## config.mk

```make
export PLATFORM = sky130hd
export DESIGN_NAME = vga_sync_decoder
export DESIGN_NICKNAME = d
export VERILOG_FILES = /design/src/rtl/vga_sync_decoder.sv
export SDC_FILE = /design/constraint.sdc
export NUM_CORES = 1
export LEC_CHECK = 0
export ABC_AREA = 1
export CAP_MARGIN = 20
export CORE_ASPECT_RATIO = 0.7
export CORE_MARGIN = 3
export CORE_UTILIZATION = 32
export DETAILED_ROUTE_END_ITERATION = 8
export MAX_ROUTING_LAYER = met4
export PLACE_DENSITY = 0.55
export SLEW_MARGIN = 15
export SYNTH_ARGS = -nofsm -noshare
export SYNTH_HDL_FRONTEND = slang
export SYNTH_SLANG_ARGS = --single-unit
```

## constraint.sdc

```tcl
create_clock -name clk -period 3.42 [get_ports clk]
set_input_delay 0.684 -clock clk [delete_from_list [all_inputs] [get_ports clk]]
set_output_delay 0.684 -clock clk [all_outputs]
set_load 0.01 [all_outputs]
```

## src/rtl/vga_sync_decoder.sv

```systemverilog
// vga_sync_decoder: samples an incoming VGA stream, recovers per-pixel
// coordinates, line/frame start markers and measured line/frame totals, and
// tracks lock against the expected active geometry.
module vga_sync_decoder #(
    parameter int ACTI_H      = 640,
    parameter int ACTI_V      = 480,
    parameter int CW          = 11,
    parameter int LOCK_FRAMES = 2
) (
    input  logic          clk,
    input  logic          rst,
    input  logic          hs_in,
    input  logic          vs_in,
    input  logic          blank_n_in,
    input  logic [7:0]    r_in,
    input  logic [7:0]    g_in,
    input  logic [7:0]    b_in,
    output logic          pix_valid,
    output logic [CW-1:0] pix_x,
    output logic [CW-1:0] pix_y,
    output logic [7:0]    pix_r,
    output logic [7:0]    pix_g,
    output logic [7:0]    pix_b,
    output logic          line_start,
    output logic          frame_start,
    output logic [CW-1:0] h_total,
    output logic [CW-1:0] v_total,
    output logic          locked,
    output logic          err
);

    localparam logic [CW-1:0] CMAX    = '1;
    localparam logic [CW-1:0] ONE     = CW'(1);
    localparam logic [CW-1:0] ACT_H_C = CW'(ACTI_H);
    localparam logic [CW-1:0] ACT_V_C = CW'(ACTI_V);
    localparam int            MW      = (LOCK_FRAMES < 2) ? 1 : $clog2(LOCK_FRAMES + 1);
    localparam logic [MW-1:0] LF_C    = MW'(LOCK_FRAMES);

    typedef enum logic [1:0] {
        ST_UNLOCK = 2'd0,
        ST_ACQ    = 2'd1,
        ST_LOCKED = 2'd2
    } state_t;

    // previous-sample registers for edge detection
    logic          hs_q, vs_q, blank_q;
    // measurement state
    logic [CW-1:0] hcnt_q, hcnt_d;
    logic [CW-1:0] vcnt_q, vcnt_d;
    logic [CW-1:0] h_total_q, h_total_d;
    logic [CW-1:0] v_total_q, v_total_d;
    logic [CW-1:0] h_ref_q, h_ref_d;
    logic          ref_ok_q, ref_ok_d;
    logic [CW-1:0] x_q, x_d;
    logic [CW-1:0] y_q, y_d;
    logic          line_bad_q, line_bad_d;
    logic          frame_bad_q, frame_bad_d;
    // lock FSM
    state_t        state_q, state_d;
    logic [MW-1:0] match_q, match_d;
    // registered outputs
    logic          pix_valid_q, pix_valid_d;
    logic [CW-1:0] pix_x_q, pix_x_d;
    logic [CW-1:0] pix_y_q, pix_y_d;
    logic [23:0]   pix_rgb_q, pix_rgb_d;
    logic          line_start_q, frame_start_q;
    logic          locked_q, locked_d;
    logic          err_q, err_d;

    // combinational helpers
    logic          hs_fall, vs_fall, bl_fall, hcnt_sat;
    logic [CW-1:0] cur_x, cur_y, vcnt_inc, lines_now;
    logic          in_win, frame_bad_now, frame_good;

    // Edge detection against the previous sample.
    assign hs_fall  = hs_q & ~hs_in;
    assign vs_fall  = vs_q & ~vs_in;
    assign bl_fall  = blank_q & ~blank_n_in;
    assign hcnt_sat = (hcnt_q == CMAX);

    // Counters, coordinates, totals and per-frame quality judgement.
    always_comb begin
        hcnt_d      = hcnt_q;
        h_total_d   = h_total_q;
        vcnt_inc    = vcnt_q;
        vcnt_d      = vcnt_q;
        v_total_d   = v_total_q;
        h_ref_d     = h_ref_q;
        ref_ok_d    = ref_ok_q;
        x_d         = x_q;
        y_d         = y_q;
        line_bad_d  = line_bad_q;
        frame_bad_d = frame_bad_q;

        // Line length: hcnt restarts at 1 on each HS fall so the total
        // equals the number of clocks between falls.
        if (hs_fall) begin
            hcnt_d    = ONE;
            h_total_d = hcnt_q;
        end else if (!hcnt_sat) begin
            hcnt_d = hcnt_q + ONE;
        end

        // Frame height: the HS update of this cycle is applied before the
        // VS clear so a coincident line is counted in the closing frame.
        if (hs_fall && vcnt_q != CMAX) begin
            vcnt_inc = vcnt_q + ONE;
        end
        vcnt_d = vcnt_inc;
        if (vs_fall) begin
            v_total_d = vcnt_inc;
            vcnt_d    = '0;
        end

        // Coordinate of the pixel sampled this cycle.
        cur_x  = hs_fall ? '0 : x_q;
        cur_y  = vs_fall ? '0 : y_q;
        in_win = (cur_x < ACT_H_C) && (cur_y < ACT_V_C);

        x_d = cur_x;
        if (blank_n_in && cur_x != CMAX) begin
            x_d = cur_x + ONE;
        end
        if (vs_fall) begin
            y_d = '0;
        end else if (bl_fall && y_q != CMAX) begin
            y_d = y_q + ONE;
        end

        if (hs_fall) begin
            line_bad_d = 1'b0;
        end
        if (blank_n_in && !in_win) begin
            line_bad_d = 1'b1;
        end

        // At the end of the active part of a line, x_q holds its pixel count.
        frame_bad_now = frame_bad_q | (bl_fall & (line_bad_q | (x_q != ACT_H_C)));
        lines_now     = y_q + {{(CW-1){1'b0}}, bl_fall};

        // The first judged frame after acquisition only establishes the
        // reference totals; later frames must reproduce them.
        frame_good = ~frame_bad_now
                   & (lines_now == ACT_V_C)
                   & (~ref_ok_q | ((h_total_d == h_ref_q) & (v_total_d == v_total_q)));

        frame_bad_d = vs_fall ? 1'b0 : frame_bad_now;
        if (vs_fall) begin
            h_ref_d  = h_total_d;
            ref_ok_d = (state_q != ST_UNLOCK);
        end
    end

    // Registered pixel path; colour is forced to zero outside valid pixels.
    always_comb begin
        pix_valid_d = blank_n_in & in_win & (state_q != ST_UNLOCK);
        pix_x_d     = cur_x;
        pix_y_d     = cur_y;
        pix_rgb_d   = pix_valid_d ? {r_in, g_in, b_in} : 24'h0;
    end

    // Lock FSM next state; judged at every VS fall, dropped on lost HS.
    always_comb begin
        state_d = state_q;
        match_d = match_q;
        err_d   = 1'b0;
        if (hcnt_sat && !hs_fall) begin
            state_d = ST_UNLOCK;
            match_d = '0;
        end else if (vs_fall) begin
            case (state_q)
                ST_UNLOCK: begin
                    state_d = ST_ACQ;
                    match_d = '0;
                end
                ST_ACQ: begin
                    if (frame_good) begin
                        match_d = match_q + 1'b1;
                        if ((match_q + 1'b1) >= LF_C) begin
                            state_d = ST_LOCKED;
                        end
                    end else begin
                        match_d = '0;
                    end
                end
                ST_LOCKED: begin
                    if (!frame_good) begin
                        err_d   = 1'b1;
                        state_d = ST_ACQ;
                        match_d = '0;
                    end
                end
                default: begin
                    state_d = ST_UNLOCK;
                    match_d = '0;
                end
            endcase
        end
        locked_d = (state_d == ST_LOCKED);
    end

    // State and output registers with synchronous reset.
    always_ff @(posedge clk) begin
        if (rst) begin
            hs_q          <= 1'b1;
            vs_q          <= 1'b1;
            blank_q       <= 1'b0;
            hcnt_q        <= '0;
            vcnt_q        <= '0;
            h_total_q     <= '0;
            v_total_q     <= '0;
            h_ref_q       <= '0;
            ref_ok_q      <= 1'b0;
            x_q           <= '0;
            y_q           <= '0;
            line_bad_q    <= 1'b0;
            frame_bad_q   <= 1'b0;
            state_q       <= ST_UNLOCK;
            match_q       <= '0;
            pix_valid_q   <= 1'b0;
            pix_x_q       <= '0;
            pix_y_q       <= '0;
            pix_rgb_q     <= '0;
            line_start_q  <= 1'b0;
            frame_start_q <= 1'b0;
            locked_q      <= 1'b0;
            err_q         <= 1'b0;
        end else begin
            hs_q          <= hs_in;
            vs_q          <= vs_in;
            blank_q       <= blank_n_in;
            hcnt_q        <= hcnt_d;
            vcnt_q        <= vcnt_d;
            h_total_q     <= h_total_d;
            v_total_q     <= v_total_d;
            h_ref_q       <= h_ref_d;
            ref_ok_q      <= ref_ok_d;
            x_q           <= x_d;
            y_q           <= y_d;
            line_bad_q    <= line_bad_d;
            frame_bad_q   <= frame_bad_d;
            state_q       <= state_d;
            match_q       <= match_d;
            pix_valid_q   <= pix_valid_d;
            pix_x_q       <= pix_x_d;
            pix_y_q       <= pix_y_d;
            pix_rgb_q     <= pix_rgb_d;
            line_start_q  <= hs_fall;
            frame_start_q <= vs_fall;
            locked_q      <= locked_d;
            err_q         <= err_d;
        end
    end

    assign pix_valid   = pix_valid_q;
    assign pix_x       = pix_x_q;
    assign pix_y       = pix_y_q;
    assign pix_r       = pix_rgb_q[23:16];
    assign pix_g       = pix_rgb_q[15:8];
    assign pix_b       = pix_rgb_q[7:0];
    assign line_start  = line_start_q;
    assign frame_start = frame_start_q;
    assign h_total     = h_total_q;
    assign v_total     = v_total_q;
    assign locked      = locked_q;
    assign err         = err_q;

endmodule

```

==> impl_metrics.py, run 1 <==
metrics = {
    "yosys": {
        "syn_nets": 879,
        "synthFlopType": "dfxtp_1",
        "synth_top_area_share_pct": 45.98,
        "ys_ff_latch": 138,
        "ys_seq_area_share_pct": 45.98,
        "synth_edf_count": 0,
        "synth_cells": 844,
        "synth_top_cell_by_area": "dfxtp_1",
        "synthArstFlopShare_pct": 0,
        "yosys-top-cells-area": "dfxtp_1, nand2_1, inv_1",
        "ys_warn_count": 0,
        "avgSynthCellArea_um2": 7.119,
        "ys_types": 31,
        "synth_area_mm2": 0.006008,
    },
    "critical_path": {
        "critPathSlowestCell": "clkdlybuf4s50_1",
        "start_kind": "input pin",
        "critPathMaxFanout": 4,
        "crit_arrival_ns": 3.31,
        "endpoint_kind": "flip-flop",
        "max_stage_delay_ns": 0.45,
        "crit_family": "simple AND/OR/NAND/NOR gates",
        "crit_top_cell": "nor2_1",
        "critPathRequiredTime_ns": 3.77,
        "path_buf_inv": 2,
        "path_class": "in2reg",
        "cp_cell_sequence": "clkdlybuf4s50_1, nor2_1, ha_1, ha_1, inv_1, nor2_1, a21oi_1, nor4_1, nand3_1, nor3b_1, nand2_2, nand2_1, nand2_1, nor2_2, nor2_1, nor2_1",
    },
    "layout": {
        "stdcell_area_mm2": 0.007950,
        "layout-drive-gt1-share_pct": 8.633,
        "final_nets": 995,
        "multi_input_area_mm2": 0.002567,
        "syn2layout_area_growth_pct": 32.32,
        "ff_latch_area_mm2": 0.002763,
        "layout_commonest_cell": "nand2_1",
        "final_util_pct": 43.66,
        "fillers": 1816,
        "diodes": 0,
        "final_cell_mix": "nand2_1, inv_1, nor2_1",
    },
    "timing": {
        "slew_headroom_pct": 69.51,
        "finClkSkew_ns": 0.01160,
        "hold_violations": 0,
        "fmax_mhz": 338.2,
        "setup_tns_ns": 0,
        "finalSetupViolCount": 0,
        "rsz0062_at_grt": "no",
        "tightest_slew_ns": 0.4557,
        "finalMaxSlewViolations": 0,
        "finalCritPeriodShare_pct": 86.45,
        "layout_min_cycle_time_ns": 2.957,
    },
    "power": {
        "power_leakage_uw": 0.003267,
        "peakVddDrop_mv": 0.2652,
        "p_per_area_mw_per_mm2": 483.4,
        "power_uw": 3843,
    },
    "floorplanning": {
        "rows": 41,
        "start_util_pct": 32.99,
        "fp.dieW_um": 169.8,
        "die_area_mm2": 0.02048,
        "io_pins": 102,
        "die_y_um": 120.6,
        "core_area_mm2": 0.01821,
    },
    "run": {
        "maxCapViolations": 0,
    },
    "cts": {
        "cts-root-buf": "clkbuf_16",
        "cts_buffers": 17,
        "clock_insertion_delay_worst_skew_ns": 0.42,
        "cts_max_level": 4,
        "post_cts_buffers": 0,
        "cts_tree": "built",
        "clock_sinks": 138,
        "cts_resized": 0,
        "clockBufferDepth": 2,
        "cts_hold_buf": 0,
        "cts.clk_slew.worst_paths_ns": 0.06,
    },
    "global_route": {
        "grt_pass1_vias": 5069,
        "grt_start_max_net_pins": 26,
        "grt_pass1_wl_um": 25390,
        "grt-ovfl-total": 0,
        "antenna_found_initial": 0,
        "grt_use_total_pct": 15.98,
    },
    "run_status": {
        "status": "finished clean",
    },
    "placed_design": {
        "dpl_cell_area_mm2": 0.007363,
        "dp_hpwl_um": 11160,
        "io_buffer_count": 101,
        "gp_congestion": 0.8862,
    },
    "detailed_routing": {
        "drt_iter0_drc": 372,
        "post_drt_wl_per_cell_um": 12.48,
        "drtAntennaViolNets": 0,
        "route.detailed.drc": 0,
        "num_vias": 5388,
        "vias_per_cell": 4.457,
        "wirelength_um": 15090,
        "dr.pass1.iters": 5,
    },
    "worst_hold_path": {
        "hold_path.class": "reg2reg",
    },
}
-- through the flow --
| stage | worst slack, ns | hold WS [ns] | cells |
|---|---|---|---|
| 2_1_floorplan | 0.7512 | 0.4286 | 844 |
| 3_3_place_gp | 0.1369 | 0.4516 | 1177 |
| 3_5_place_dp | 0.05766 | 0.4575 | 1177 |
| 4_1_cts | 0.4741 | 0.4679 | 1209 |
| 5_1_grt | 0.1717 | 0.4783 | 1209 |
| 6_report | 0.4632 | 0.4691 | 1209 |
-- worst register-to-register path: cells and delay by family, from the launching register on --
kind | cells | cell delay, ns
flops | 1 | 0.42
compound gates | 1 | 0.14
simple gates | 13 | 1.51
buf+inv | 3 | 0.24
fa+ha+maj | 1 | 0.22
-- state kept, by name, summed over array words and instances, names as in the netlist, 11 cells and up --
register,cells
pix_y,11
y_q,11
pix_x,11
pix_rgb_q,24
h_total,11
v_total,11
x_q,11
hcnt_q,11
h_ref_q,11
vcnt_q,11
-- final cells by class --
cell class	count	share of cell area (%)
clock buffer	19	5.571
clock inverter	13	1.810
inverter	147	6.941
multi-input combinational	535	32.29
sequential	138	34.75
tap	236	3.714
timing repair buffer	121	14.92
-- power by group --
| part | total [uW] | switching (uW) | internal (uW) |
|---|---|---|---|
| Sequential | 1680 | 30.9 | 1650 |
| Combinational | 327 | 180 | 147 |
| Clock | 1830 | 737 | 1100 |
| Total | 3840 | 948 | 2900 |
-- path summary, 6_finish.rpt --
kind	from	endpoint	slack, ns	cells past startpoint
worst min-delay path	x_q[1]$_SDFF_PP0_	pix_x[1]$_SDFF_PP0_	0.47	2
worst max-delay path	blank_n_in	locked$_SDFF_PP0_	0.46	16
worst min register to register	x_q[1]$_SDFF_PP0_	pix_x[1]$_SDFF_PP0_	0.47	2
worst max register to register	vcnt_q[0]$_SDFF_PP0_	match_q[0]$_SDFFE_PP0P_	0.78	18
-- routing by layer --
| metal | up-vias | track usage, % | routed length, um |
|---|---|---|---|
| met5 | - | - | 0 |
| met4 | 0 | 4.137 | 93 |
| met3 | 9 | 5.294 | 1053 |
| met2 | 139 | 20.10 | 5559 |
| met1 | 2341 | 23.94 | 8385 |
| li1 | 2899 | - | - |
-- Yosys cell counts, types with 6 or more instances --
cell type / instances
a211oi_1: 12
a21oi_1: 41
clkbuf_1: 15
dfxtp_1: 138
ha_1: 6
inv_1: 144
nand2_1: 149
nand2_2: 14
nand3_1: 57
nand3_2: 7
nand4_1: 16
nor2_1: 141
nor3_1: 14
nor4_1: 6
o21ai_0: 43
xor2_1: 9
-- kinds of logic (layout without fill, tap and decap cells) --
logic type	after synthesis	in the layout	share of synthesized area, %
XOR/XNOR	9	9	1.312
buffers and inverters	171	300	11.29
AO/OA/AOI/OAI	104	104	9.392
adder cells (fa/ha/maj)	6	6	1.249
AND/OR/NAND/NOR	416	416	30.78
flip-flops	138	138	45.98
(Power assumes the default switching activity.)
==> run 2, diff against run 1 <==
CORE_UTILIZATION = 36   (was 32)
PLACE_DENSITY = 0.6   (was 0.55)
==> run 2 against run 1 <==
  * Sequential share of layout area up 0.58 points
  * Maximum frequency shrank 0.19%
  * Highest routed layer unchanged
  * Core utilization increased by 5.4 points
  * Critical path type unchanged
  * Critical endpoint is now match_q[0]$_SDFFE_PP0P_
  * Global-route usage up 1.2 points
==> impl_metrics.py, run 2 (same netlist as run 1, synthesis figures left out) <==
metrics = {
    "layout": {
        "syn2layout_area_growth_pct": 30.15,
        "ff_latch_area_mm2": 0.002763,
        "layout_commonest_cell": "nand2_1",
        "diodes": 0,
        "final_nets": 990,
        "final_util_pct": 49.10,
        "largest_register_ffs": 24,
        "largest-register": "pix_rgb_q",
        "multi_input_area_mm2": 0.002567,
        "fillers": 1608,
        "final_cell_mix": "nand2_1, inv_1, nor2_1",
        "layout-drive-gt1-share_pct": 8.066,
    },
    "timing": {
        "slew_headroom_pct": 67.01,
        "setup_tns_ns": 0,
        "finalSetupViolCount": 0,
        "finalMaxSlewViolations": 0,
        "finalCritPeriodShare_pct": 86.62,
        "tightest_slew_ns": 0.4930,
        "layout_min_cycle_time_ns": 2.962,
        "rsz0062_at_grt": "no",
        "finClkSkew_ns": 0.01306,
        "hold_violations": 0,
        "fmax_mhz": 337.6,
    },
    "cts": {
        "cts_tree": "built",
        "clock_sinks": 138,
        "clock_insertion_delay_worst_skew_ns": 0.41,
        "post_cts_buffers": 0,
        "cts_hold_buf": 0,
        "clockBufferDepth": 2,
        "cts_buffers": 17,
        "cts_resized": 0,
        "cts_max_level": 4,
        "cts-root-buf": "clkbuf_16",
        "cts.clk_slew.worst_paths_ns": 0.06,
    },
    "power": {
        "peakVddDrop_mv": 0.3637,
        "power_leakage_uw": 0.003212,
        "p_per_area_mw_per_mm2": 467.2,
    },
    "critical_path": {
        "endpoint_kind": "flip-flop",
        "start_kind": "input pin",
        "worstRegToRegCells": 19,
        "r2r-end": "x_q[9]$_SDFF_PP0_",
        "critPathMaxFanout": 4,
        "rr_startpoint": "hs_q$_SDFF_PP1_",
        "critPathSlowestCell": "clkdlybuf4s50_1",
        "critPathRequiredTime_ns": 3.72,
        "crit_family": "simple AND/OR/NAND/NOR gates",
        "path_class": "in2reg",
        "reg2reg_slack_ns": 0.82,
        "crit_arrival_ns": 3.26,
        "max_stage_delay_ns": 0.46,
        "cp_cell_sequence": "clkdlybuf4s50_1, nor2_1, ha_1, ha_1, nor4_1, o211ai_1, nor3_1, nand4_1, nor2_1, nand3_1, nand2_1, inv_1, o21ai_0, nor2_1",
        "path_buf_inv": 2,
        "crit_top_cell": "nor2_1",
    },
    "global_route": {
        "grt-ovfl-total": 0,
        "antenna_found_initial": 0,
        "grt_pass1_vias": 5055,
        "grt_pass1_wl_um": 24710,
        "grt_use_total_pct": 17.15,
        "grt_start_max_net_pins": 40,
    },
    "detailed_routing": {
        "num_vias": 5478,
        "post_drt_wl_per_cell_um": 12.60,
        "wirelength_um": 14960,
        "drt_iter0_drc": 494,
        "vias_per_cell": 4.615,
        "drtAntennaViolNets": 0,
        "route.detailed.drc": 0,
        "dr.pass1.iters": 7,
    },
    "floorplanning": {
        "start_util_pct": 37.72,
        "fp.dieW_um": 160.4,
        "die_area_mm2": 0.01830,
        "rows": 38,
        "io_pins": 102,
        "core_area_mm2": 0.01593,
        "die_y_um": 114.1,
    },
    "placed_design": {
        "dp_hpwl_um": 10750,
        "gp_congestion": 0.9039,
        "io_buffer_count": 101,
    },
    "run": {
        "maxCapViolations": 0,
    },
    "worst_hold_path": {
        "min_from": "x_q[1]$_SDFF_PP0_",
        "holdPathEnd": "pix_x[1]$_SDFF_PP0_",
        "whs_path_depth": 2,
        "hold_path.class": "reg2reg",
    },
    "run_status": {
        "status": "finished clean",
    },
}
[run 2: cell types whose count changed in the layout (fill, tap and decap cells not counted), sizes merged]
cell / previous run / this run
clkbuf: 19 / 18
clkinv: 5 / 6
bufinv: 2 / 0
inv: 149 / 150
buf: 20 / 15
[run 2: layout make-up]
class / instances / share of cell area, %
clock buffers: 18 / 5.488
inverters: 147 / 7.056
well taps: 220 / 3.520
multi-input cells: 535 / 32.83
repair buffers: 116 / 14.53
clock inverters: 13 / 1.248
flip-flops and latches: 138 / 35.33
[run 2: power by group]
group	internal, uW	switching, uW	total, uW
clock	927	722	1650
sequential	1650	28.5	1680
combinational	141	184	325
[run 2: worst reg2reg max path, delay by kind of cell, from the launching register on]
kind            cells  cell delay, ns
flops               1            0.49
buf+inv             5            0.51
fa+ha+maj           1            0.20
simple gates       11            1.12
compound gates      2            0.18
[run 2: worst max-delay path by stage]
stage	start	to	slack, ns	cells past startpoint
final	blank_n_in	match_q[0]$_SDFFE_PP0P_	0.46	14
after global routing	blank_n_in	locked$_SDFF_PP0_	0.10	16
after detailed placement	blank_n_in	match_q[0]$_SDFFE_PP0P_	0.04	14
after floorplan	blank_n_in	locked$_SDFF_PP0_	0.75	15
after global placement	blank_n_in	match_q[0]$_SDFFE_PP0P_	0.07	14
after CTS	blank_n_in	match_q[0]$_SDFFE_PP0P_	0.46	14
[run 2: per-layer routing]
layer | wire [um] | global-route usage (%) | vias up
met5 | 0 | - | -
met3 | 1130 | 5.495 | 15
met2 | 5694 | 22.34 | 152
met4 | 107 | 3.988 | 0
li1 | - | - | 2874
met1 | 8026 | 25.35 | 2437
[run 2: metrics by stage]
stage / setup slack [ns] / cell area, um2 / hold WS (ns) / power, uW / std cells
after detailed placement: 0.04215 / 7293 / 0.4505 / 2040 / 1156
after floorplan: 0.7512 / 6008 / 0.4286 / 1893 / 844
after CTS: 0.4642 / 7820 / 0.4597 / 3696 / 1187
after global routing: 0.1002 / 7820 / 0.4888 / 3811 / 1187
after global placement: 0.07314 / 7293 / 0.4527 / 2040 / 1156
final: 0.4576 / 7820 / 0.4564 / 3654 / 1187
